### config.mk
export PLATFORM = sky130hd
export DESIGN_NAME = rv32i_register_file_mp
export DESIGN_NICKNAME = d
export VERILOG_FILES = /design/src/rtl/rf_pkg.sv /design/src/rtl/rf_read_port.sv /design/src/rtl/rv32i_register_file_mp.sv
export SDC_FILE = /design/constraint.sdc
export NUM_CORES = 2
export LEC_CHECK = 0
export CAP_MARGIN = 30
export CELL_PAD_IN_SITES_DETAIL_PLACEMENT = 0
export CELL_PAD_IN_SITES_GLOBAL_PLACEMENT = 1
export CORE_ASPECT_RATIO = 0.9
export CORE_MARGIN = 2
export CORE_UTILIZATION = 44
export CTS_CLUSTER_DIAMETER = 50
export DETAILED_ROUTE_END_ITERATION = 10
export PLACE_DENSITY = 0.74
export SLEW_MARGIN = 20
export SYNTH_ARGS = -nofsm -noshare
export SYNTH_HDL_FRONTEND = slang
export SYNTH_HIERARCHICAL = 1
export SYNTH_SLANG_ARGS = --single-unit
### constraint.sdc
create_clock -name i_clk -period 2.19 [get_ports i_clk]
set_clock_uncertainty 0.2 [all_clocks]
set_input_delay 0.438 -clock i_clk [delete_from_list [all_inputs] [get_ports i_clk]]
set_output_delay 0.438 -clock i_clk [all_outputs]
set_load 0.02 [all_outputs]
### src/rtl/rf_pkg.sv
// Shared types and default geometry for the multi-port RV32I register file.
package rf_pkg;

    localparam int RF_DATA_W = 32;
    localparam int RF_ADDR_W = 5;
    localparam int RF_NUM_RD = 2;

    typedef enum logic [0:0] {
        IDLE  = 1'b0,
        CLEAR = 1'b1
    } rf_state_e;

endpackage

### src/rtl/rf_read_port.sv
// One registered read port: zero-address rule, optional write forwarding,
// and a data register that holds until the next accepted read.
module rf_read_port
    import rf_pkg::*;
#(
    parameter int DATA_W = RF_DATA_W,
    parameter int ADDR_W = RF_ADDR_W,
    parameter int BYPASS = 1
) (
    input  logic              i_clk,
    input  logic              i_rst_n,
    input  logic              i_accept,
    input  logic [ADDR_W-1:0] i_addr,
    input  logic [DATA_W-1:0] i_mem_data,
    input  logic              i_wr_en,
    input  logic [ADDR_W-1:0] i_wr_addr,
    input  logic [DATA_W-1:0] i_wr_data,
    output logic [DATA_W-1:0] o_rd_data,
    output logic              o_rd_valid
);

    logic [DATA_W-1:0] data_q;
    logic [DATA_W-1:0] data_d;
    logic              valid_q;
    logic              valid_d;
    logic              fwd_s;

    // Select the read result; x0 always reads zero even when it is being written.
    always_comb begin
        data_d  = data_q;
        valid_d = 1'b0;
        fwd_s   = (BYPASS != 0) && i_wr_en && (i_wr_addr == i_addr);
        if (i_accept) begin
            valid_d = 1'b1;
            if (i_addr == '0) begin
                data_d = '0;
            end else if (fwd_s) begin
                data_d = i_wr_data;
            end else begin
                data_d = i_mem_data;
            end
        end else begin
            valid_d = 1'b0;
        end
    end

    // Port output registers.
    always_ff @(posedge i_clk) begin
        if (!i_rst_n) begin
            data_q  <= '0;
            valid_q <= 1'b0;
        end else begin
            data_q  <= data_d;
            valid_q <= valid_d;
        end
    end

    assign o_rd_data  = data_q;
    assign o_rd_valid = valid_q;

endmodule

### src/rtl/rv32i_register_file_mp.sv
// Multi-read-port, single-write-port register file with x0 hardwired to zero
// and a one-register-per-cycle clear sweep.
module rv32i_register_file_mp
    import rf_pkg::*;
#(
    parameter int DATA_W = RF_DATA_W,
    parameter int ADDR_W = RF_ADDR_W,
    parameter int NUM_RD = RF_NUM_RD,
    parameter int BYPASS = 1
) (
    input  logic                     i_clk,
    input  logic                     i_rst_n,
    input  logic [NUM_RD-1:0]        i_rd_en,
    input  logic [NUM_RD*ADDR_W-1:0] i_rd_addr,
    output logic [NUM_RD*DATA_W-1:0] o_rd_data,
    output logic [NUM_RD-1:0]        o_rd_valid,
    input  logic                     i_wr_en,
    input  logic [ADDR_W-1:0]        i_wr_addr,
    input  logic [DATA_W-1:0]        i_wr_data,
    output logic                     o_wr_valid,
    input  logic                     i_clear,
    output logic                     o_busy
);

    localparam int                NUM_REGS = 2 ** ADDR_W;
    localparam logic [ADDR_W-1:0] LAST_IDX = {ADDR_W{1'b1}};

    rf_state_e         state_q;
    rf_state_e         state_d;
    logic [ADDR_W-1:0] cnt_q;
    logic [ADDR_W-1:0] cnt_d;
    logic              busy_q;
    logic              busy_d;
    logic              wr_valid_q;
    logic              wr_valid_d;
    logic [DATA_W-1:0] regs_q [NUM_REGS];
    logic [DATA_W-1:0] regs_d [NUM_REGS];

    logic              idle_accept_s;
    logic              wr_fire_s;
    logic [NUM_RD-1:0] rd_accept_s;

    // Requests are only honoured in IDLE and only when no clear is requested.
    always_comb begin
        idle_accept_s = (state_q == IDLE) && !i_clear;
        wr_fire_s     = idle_accept_s && i_wr_en;
        rd_accept_s   = idle_accept_s ? i_rd_en : '0;
    end

    // Next-state logic for the IDLE/CLEAR sweep controller.
    always_comb begin
        state_d = state_q;
        cnt_d   = cnt_q;
        case (state_q)
            IDLE: begin
                if (i_clear) begin
                    state_d = CLEAR;
                    cnt_d   = {{(ADDR_W-1){1'b0}}, 1'b1};
                end else begin
                    state_d = IDLE;
                    cnt_d   = '0;
                end
            end
            CLEAR: begin
                if (cnt_q == LAST_IDX) begin
                    state_d = IDLE;
                    cnt_d   = '0;
                end else begin
                    state_d = CLEAR;
                    cnt_d   = cnt_q + {{(ADDR_W-1){1'b0}}, 1'b1};
                end
            end
            default: begin
                state_d = IDLE;
                cnt_d   = '0;
            end
        endcase
        busy_d     = (state_d == CLEAR);
        wr_valid_d = wr_fire_s;
    end

    // Storage update: the sweep owns the write port while clearing.
    always_comb begin
        regs_d = regs_q;
        if (state_q == CLEAR) begin
            regs_d[cnt_q] = '0;
        end else if (wr_fire_s && (i_wr_addr != '0)) begin
            regs_d[i_wr_addr] = i_wr_data;
        end else begin
            regs_d = regs_q;
        end
    end

    // Controller and storage registers.
    always_ff @(posedge i_clk) begin
        if (!i_rst_n) begin
            state_q    <= IDLE;
            cnt_q      <= '0;
            busy_q     <= 1'b0;
            wr_valid_q <= 1'b0;
            for (int i = 0; i < NUM_REGS; i++) begin
                regs_q[i] <= '0;
            end
        end else begin
            state_q    <= state_d;
            cnt_q      <= cnt_d;
            busy_q     <= busy_d;
            wr_valid_q <= wr_valid_d;
            regs_q     <= regs_d;
        end
    end

    for (genvar k = 0; k < NUM_RD; k++) begin : g_rd
        logic [ADDR_W-1:0] addr_s;
        assign addr_s = i_rd_addr[k*ADDR_W +: ADDR_W];

        rf_read_port #(
            .DATA_W (DATA_W),
            .ADDR_W (ADDR_W),
            .BYPASS (BYPASS)
        ) u_port (
            .i_clk      (i_clk),
            .i_rst_n    (i_rst_n),
            .i_accept   (rd_accept_s[k]),
            .i_addr     (addr_s),
            .i_mem_data (regs_q[addr_s]),
            .i_wr_en    (wr_fire_s),
            .i_wr_addr  (i_wr_addr),
            .i_wr_data  (i_wr_data),
            .o_rd_data  (o_rd_data[k*DATA_W +: DATA_W]),
            .o_rd_valid (o_rd_valid[k])
        );
    end

    assign o_busy     = busy_q;
    assign o_wr_valid = wr_valid_q;

endmodule
==> Word-level counts from Yosys, hierarchy flattened <==
Cells that the tools add are included.
{ "word_totals": {"ff_bits": 1097, "inputBits": 53, "out_inout_bits": 68, "word_cells": 94} }
{ "op_classes": {"addsub": 1, "n_lt_le_gt_ge": 6, "eq_ne": 3, "muxes": 26, "n_bitwise": 7, "reduce_logical": 12} }
{ "ops": {"columns": ["operator", "n"], "rows": [
  ["$mux W1024", 2],
  ["$and A1024 B1024 Y1024", 1],
  ["$bwmux W1024", 1],
  ["$not A1024 Y1024", 1],
  ["$bmux W32 S5", 2],
  ["$demux W32 S5", 2],
  ["$mux W32", 10],
  ["$ge A6 B6 Y1 const B", 4],
  ["$not A5 Y6", 4],
  ["$lt A6 B1 Y1 const B", 2],
  ["$eq A5 B5 Y1", 2],
  ["$logic_not A5 Y1", 2],
  ["$pmux W5 S2", 1],
  ["$logic_and A1 B1 Y1", 7],
  ["$add A5 B1 Y5 const B", 1],
  ["$eq A5 B5 Y1 const B", 1],
  ["$mux W1", 5],
  ["$mux W5", 1],
  ["$reduce_bool A5 Y1", 1],
  ["$mux W2", 1],
  ["$pmux W1 S2", 1],
  ["$reduce_bool A2 Y1", 1],
  ["$logic_not A1 Y1", 1],
  ["$not A1 Y1", 1]
]} }

==> Depth between registers and ports, before layout <==
{ "logic_depth": {"ltp_word": 8, "mapped_depth": 10, "mapped_depth_nobuf": 7} }

==> Cells and area by module <==
The synthesis kept the hierarchy.
{ "by_module_without_submodules": {"columns": ["mod", "instances", "cells_per_inst", "area_per_inst_um2", "seq_area_each_um2"], "rows": [
  ["rv32i_register_file_mp", 1, 6868, 56763.2, 20639.8],
  ["rf_read_port", 2, 196, 1739.2, 660.6]
]} }

==> Worst setup path before layout <==
No wires, ideal clock.
{ "synth_path": {"path_type": "input -> register", "start": "input i_rd_addr[6]", "end": "register g_rd[1].u_port.data_q[25]", "setup_ns": 0.123, "arrival_time_ns": 2.009, "t_required_ns": 1.867, "path_slack_ns": -0.142, "cell_stages": 10, "path_buffers": 4, "path_cell_list": "clkbuf_1 buf_2 buf_2 buf_2 mux2i_1 a22oi_1 a31oi_1 nand3_1 nand2_1 o211ai_2"} }
{ "synth_between": {"elab_chain_len": 6, "word_cells_on_any_way": 9, "cone_classes": "eq/ne (1); mux (5); bitwise (1); reduce/logical (2)"} }
{ "synth_rtl": {"columns": ["element", "line", "rtl"], "rows": [
  ["start, declared", "rv32i_register_file_mp.sv:14", "input logic [NUM_RD*ADDR_W-1:0] i_rd_addr,"],
  ["$not A5 Y6 (implied by the code)", "rv32i_register_file_mp.sv:126", ".i_mem_data (regs_q[addr_s]),"],
  ["$bmux W32 S5", "rv32i_register_file_mp.sv:126", null],
  ["$mux W32 (implied by the code) (2 in a row)", "rv32i_register_file_mp.sv:126", null],
  ["$mux W32", "rf_read_port.sv:37", "end else if (fwd_s) begin"],
  ["$mux W32 *", "rf_read_port.sv:35", "if (i_addr == '0) begin"],
  ["end signal, assigned", "rf_read_port.sv:53", "data_q <= data_d;"],
  ["end, declared", "rf_read_port.sv:22", "logic [DATA_W-1:0] data_q;"]
]} }
Mark *: on every way between the ends. The rest lies on a longest branch, timed or not. The select of a mux whose other input is x is not followed.
A chain may end at the register's enable or synchronous reset.

==> Worst setup path after layout <==
{ "layout_path": {"start": "input i_rd_addr[2]", "end": "register g_rd[0].u_port.data_q[13]"} }
{ "layout_between": {"elab_chain_len": 6, "word_cells_on_any_way": 9, "cone_classes": "eq/ne (1); mux (5); bitwise (1); reduce/logical (2)"} }
{ "layout_rtl": {"columns": ["element", "line"], "rows": [
  ["$not A5 Y6 (implied by the code)", "rv32i_register_file_mp.sv:126"],
  ["$bmux W32 S5", "rv32i_register_file_mp.sv:126"],
  ["$mux W32 (implied by the code) (2 in a row)", "rv32i_register_file_mp.sv:126"],
  ["$mux W32", "rf_read_port.sv:37"],
  ["$mux W32 *", "rf_read_port.sv:35"],
  ["end signal, assigned", "rf_read_port.sv:53"],
  ["end, declared", "rf_read_port.sv:22"]
]} }
Marked as above.

==> run summary <==
The flow ran to the end, but the final reports show violations. The checks that failed: hold timing, setup timing. The number of cell rows was 128.

The shortest clock period the worst path allows after layout works out to 2.22 ns. The global-route usage over all layers is 38.6%, and the final standard cell area without fillers is 76200 µm². Clock latency at the later pin of the worst-skew pair: 0.80 ns. No sink is reached through more buffers than the 3 on the longest clock path.

The congestion estimate from routability-driven global placement came to 0.972. The run gives -0.0225 ns as the worst slack on hold paths. The type of element capturing the critical path is a register. The share of the cycle needed by the critical path after routing came out at 101%. Global routing finished with a remaining overflow of 0. TritonCTS built the clock tree.

121 I/O pins were placed. The total standard cell area after synthesis was 60200 µm²; the total net switching power was 13.6 mW. The tools report the setup TNS as -0.136 ns. Clock tree synthesis selected as its root buffer the cell clkbuf_16. Sequential elements use 36.5% of the synthesized area. The detailed router finished its first iteration with 8755 violations.

Kind of critical path: input pin to register. Registers are responsible for 38.9% of the overall power. The largest single stage delay on the critical path is 0.51 ns. The height of the chip came out at 355 µm.

The instance count on the critical path works out to 11. The run gives 451 MHz as the highest clock rate. The fill cell instance count of the final layout is 12100. In this run the biggest area consumer among cell types represents 36.5% of the synthesized area. By instance count, the cell type seen most on the critical path is nand3_1. The number of buffer and inverter instances along the worst setup path was 5; the wire length reported by the detailed router was 288000 µm.

The biggest area contributor in the post-synthesis netlist is dfxtp_1. Total number of clock tree sinks: 1097. Startpoint kind of the worst setup timing path: an input pin.

Measured against its own limit, the worst slew margin works out to 58.4%. The top cell family by delay on the critical path was buffers and inverters. During synthesis, Yosys emitted a total of 6 warnings. The first detailed-routing pass took 6 iterations. The overall die width works out to 394 µm.

The power density relative to cell area is 681 nW/µm². For this design the static power due to leakage is 28.4 nW. At the pin with the least slew margin, the transition time is 0.625 ns. In this run the worst hold path is classified as input pin to register. The signal on the critical path passes through clkdlybuf4s50_1 > buf_12 > nor2b_4 > buf_6 > clkbuf_16 > bufbuf_16 > a21oi_1 > nand3_1 > nand3_1 > nand2_1 > o211ai_2. The logs give 0 for the number of max-slew violations in the final report and 38.3 mW for the internal power summed over all cells. After detailed routing, the number of vias per cell comes to 6.48. A synthesized cell averages 8.30 µm². The cell count of the worst hold path is 3, and the portion of total power attributed to the clock network is 49.4%. Counting cells, the worst reg-to-reg path comes to 10. Counting flops and latches in the post-synthesis netlist gives 1097. The logs give 7 for the number of endpoints failing setup at the final stage and 2.67 ns for the data required time at the worst endpoint. Final setup slack of the worst path: -0.0297 ns.

The wire length of the first global-routing pass was 402000 µm; the number of different library cells in the post-synthesis netlist was 45. In the post-synthesis netlist, the biggest area contributors are dfxtp_1 (36%), mux2i_1 (17%), a21boi_0 (10%). The number of buffers inserted during clock tree synthesis is 140. Entering global routing, the biggest net connects 133 pins.

The number of global-route vias before repair was 57400; the number of H-tree levels was 4. The routed wirelength normalized by instance count works out to 30.5 µm. The number of antenna violations at the first check in global routing came out at 13. Relative to the synthesized area, the layout overhead comes to 26.4%. When the netlist entered floorplanning its net count stood at 7318. In the final design database the tool counted 7572 nets.

In this run switching power makes up 26.1% of total power. Area of the placeable core: 136000 µm². Setup repair after global routing could not meet its margin everywhere. Number of flops mapped to enable cells by yosys: 0. The proportion of power drawn by combinational gates is 11.7%. The run gives 0 as the number of maximum-capacitance constraint violations. The floorplan step defined a die boundary enclosing 140000 µm². The wire-length estimate of the detail-placed layout is 176000 µm. For this run, asynchronously set or reset flops after synthesis account for 0%. The slowest stage of the critical path is the clkdlybuf4s50_1 cell. OpenSTA, run right after detailed placement, puts the worst setup slack at -1.27 ns.

For the maximum ir drop on the vdd rail, the log shows 0.840 mV. The number of vias in the routed layout is 61200. Once placement finished, the instance area stood at 69300 µm².

The residual DRC count came out at 0. The count of buffers inserted at the top-level ports was 120. The count of nets left with antenna violations once routing finished came out at 0. The logs give 7260 for the count of mapped cells out of synthesis and 1 for the final hold violation count.

Clock-pin slew was measured on the worst setup and hold paths at 0.06 ns. Cells with a size suffix above 1 make up 17.4% of the layout. Along the worst path, the maximum fanout reaches 18.

The most used flip-flop cell after synthesis was dfxtp_1. For this configuration, the core starts out at a cell density of 44.4%. For the worst setup path, the data arrival time is 2.70 ns.
state kept, by name (all words and copies together), names as in the netlist:
name and flops:
o_busy 1, g_rd.u_port/o_rd_valid 2, g_rd.u_port/o_rd_data 64, regs_q 1024, cnt_q 5, o_wr_valid 1
cells in the final DEF, fill, tap and decap left out, drive strengths merged, types with 3 or more instances in the layout:
cell | Yosys | routed
nand3 | 1076 | 1076
dlygate4sd2 | 0 | 18
o211ai | 64 | 64
xor2 | 9 | 9
inv | 4 | 17
mux2i | 1024 | 1024
and2 | 43 | 44
dfxtp | 1097 | 1097
buf | 254 | 768
nor3 | 68 | 68
clkdlybuf4s15 | 0 | 38
a31oi | 64 | 64
dlygate4sd3 | 0 | 21
nor2 | 37 | 37
and3b | 5 | 5
and3 | 4 | 4
a21boi | 865 | 865
nand2 | 1232 | 1232
ha | 5 | 5
nand4 | 64 | 64
xnor2 | 3 | 3
clkinv | 0 | 25
clkbuf | 528 | 203
clkinvlp | 0 | 4
a22o | 128 | 128
a21oi | 198 | 198
nor4 | 5 | 5
bufinv | 0 | 24
clkdlybuf4s50 | 0 | 27
dlymetal6s2s | 0 | 3
a22oi | 320 | 320
nand2b | 5 | 5
nor2b | 142 | 142
layout make-up:
type	count	area, µm²	share of cell area [%]
multi-input cells	5378	36100	47.4
flip-flops and latches	1097	22000	28.9
repair buffers	893	10700	14.0
clock buffers	189	4040	5.30
well taps	1820	2280	2.99
clock inverters	66	1040	1.37
inverters	4	15.0	0.0197
diodes	2	5.00	0.00657
per-layer routing:
metal	vias up	part of all wire [%]	wire length [µm]	track usage, %
met3	839	14	39200	11.6
met2	4141	40	116000	54.3
met4	10	6.0	17400	21.4
li1	26400	-	-	-
met5	-	0.026	74	0
met1	29800	40	116000	52.4
power by group through the flow:
stage          registers, mW  logic (mW)  clock network, mW
6_report                20.2        6.05               25.6
5_1_grt                 20.2        6.15               26.5
4_1_cts                 20.2        5.72               25.7
3_5_place_dp            20.6        5.62                  0
3_3_place_gp            20.6        5.60                  0
2_1_floorplan           20.6        2.78                  0
synth_stat cells (all sizes together) (5+ instances only):
cell type / instances
nand2b: 5
ha: 5
dfxtp: 1097
and3b: 5
nor3: 68
buf: 254
nand4: 64
a22oi: 320
nand2: 1232
a31oi: 64
nor2: 37
nor4: 5
nor2b: 142
xor2: 9
clkbuf: 528
a21oi: 198
and2: 43
nand3: 1076
o211ai: 64
a22o: 128
a21boi: 865
mux2i: 1024
path summary, 6_finish.rpt:
| check | startpoint | endpoint | slack (ns) |
|---|---|---|---|
| worst max-delay path | i_rd_addr[2] | g_rd[0].u_port/o_rd_data[13] | -0.03 |
| worst min-delay path | i_clear | cnt_q[0] | -0.02 |
| worst max register to register | o_busy | regs_q[797] | 0.01 |
| worst min register to register | g_rd[0].u_port/o_rd_data[20] | g_rd[0].u_port/o_rd_data[20] | 0.27 |
through the flow:
step,total power [mW],cells,utilization [%]
final,51.9,9449,56.1
after floorplan,23.4,7260,-
after global routing,52.9,9447,56.1
after CTS,51.6,9407,55.2
after detailed placement,26.2,9118,51.1
after global placement,26.2,9118,51.1
cell families after synthesis:
logic type | after synthesis | share of synthesized area (%)
buf+inv | 786 | 5.41
flops | 1097 | 36.5
xor+xnor | 12 | 0.174
mux | 1024 | 17.0
fa+ha+maj | 5 | 0.104
simple gates | 2693 | 20.5
compound gates | 1643 | 20.3
timing repair:
item                                    CTS  global route
hold buffers                             19             2
gates resized for setup                 232           135
setup buffers                            12            25
endpoints found under the setup margin  162           240
hold endpoints to repair                418             1
cloned                                    3            14
pin swaps                                 4            17
worst register-to-register path, stage by stage (launching register included):
cell	delay, ns
dfxtp_4	0.36
buf_12	0.13
buf_6	0.11
nand3b_1	0.27
nor4_4	0.22
buf_6	0.18
a21oi_4	0.04
buf_12	0.16
clkbuf_16	0.20
a22oi_2	0.14
nor2b_1	0.06
(Power assumes the default switching activity.)
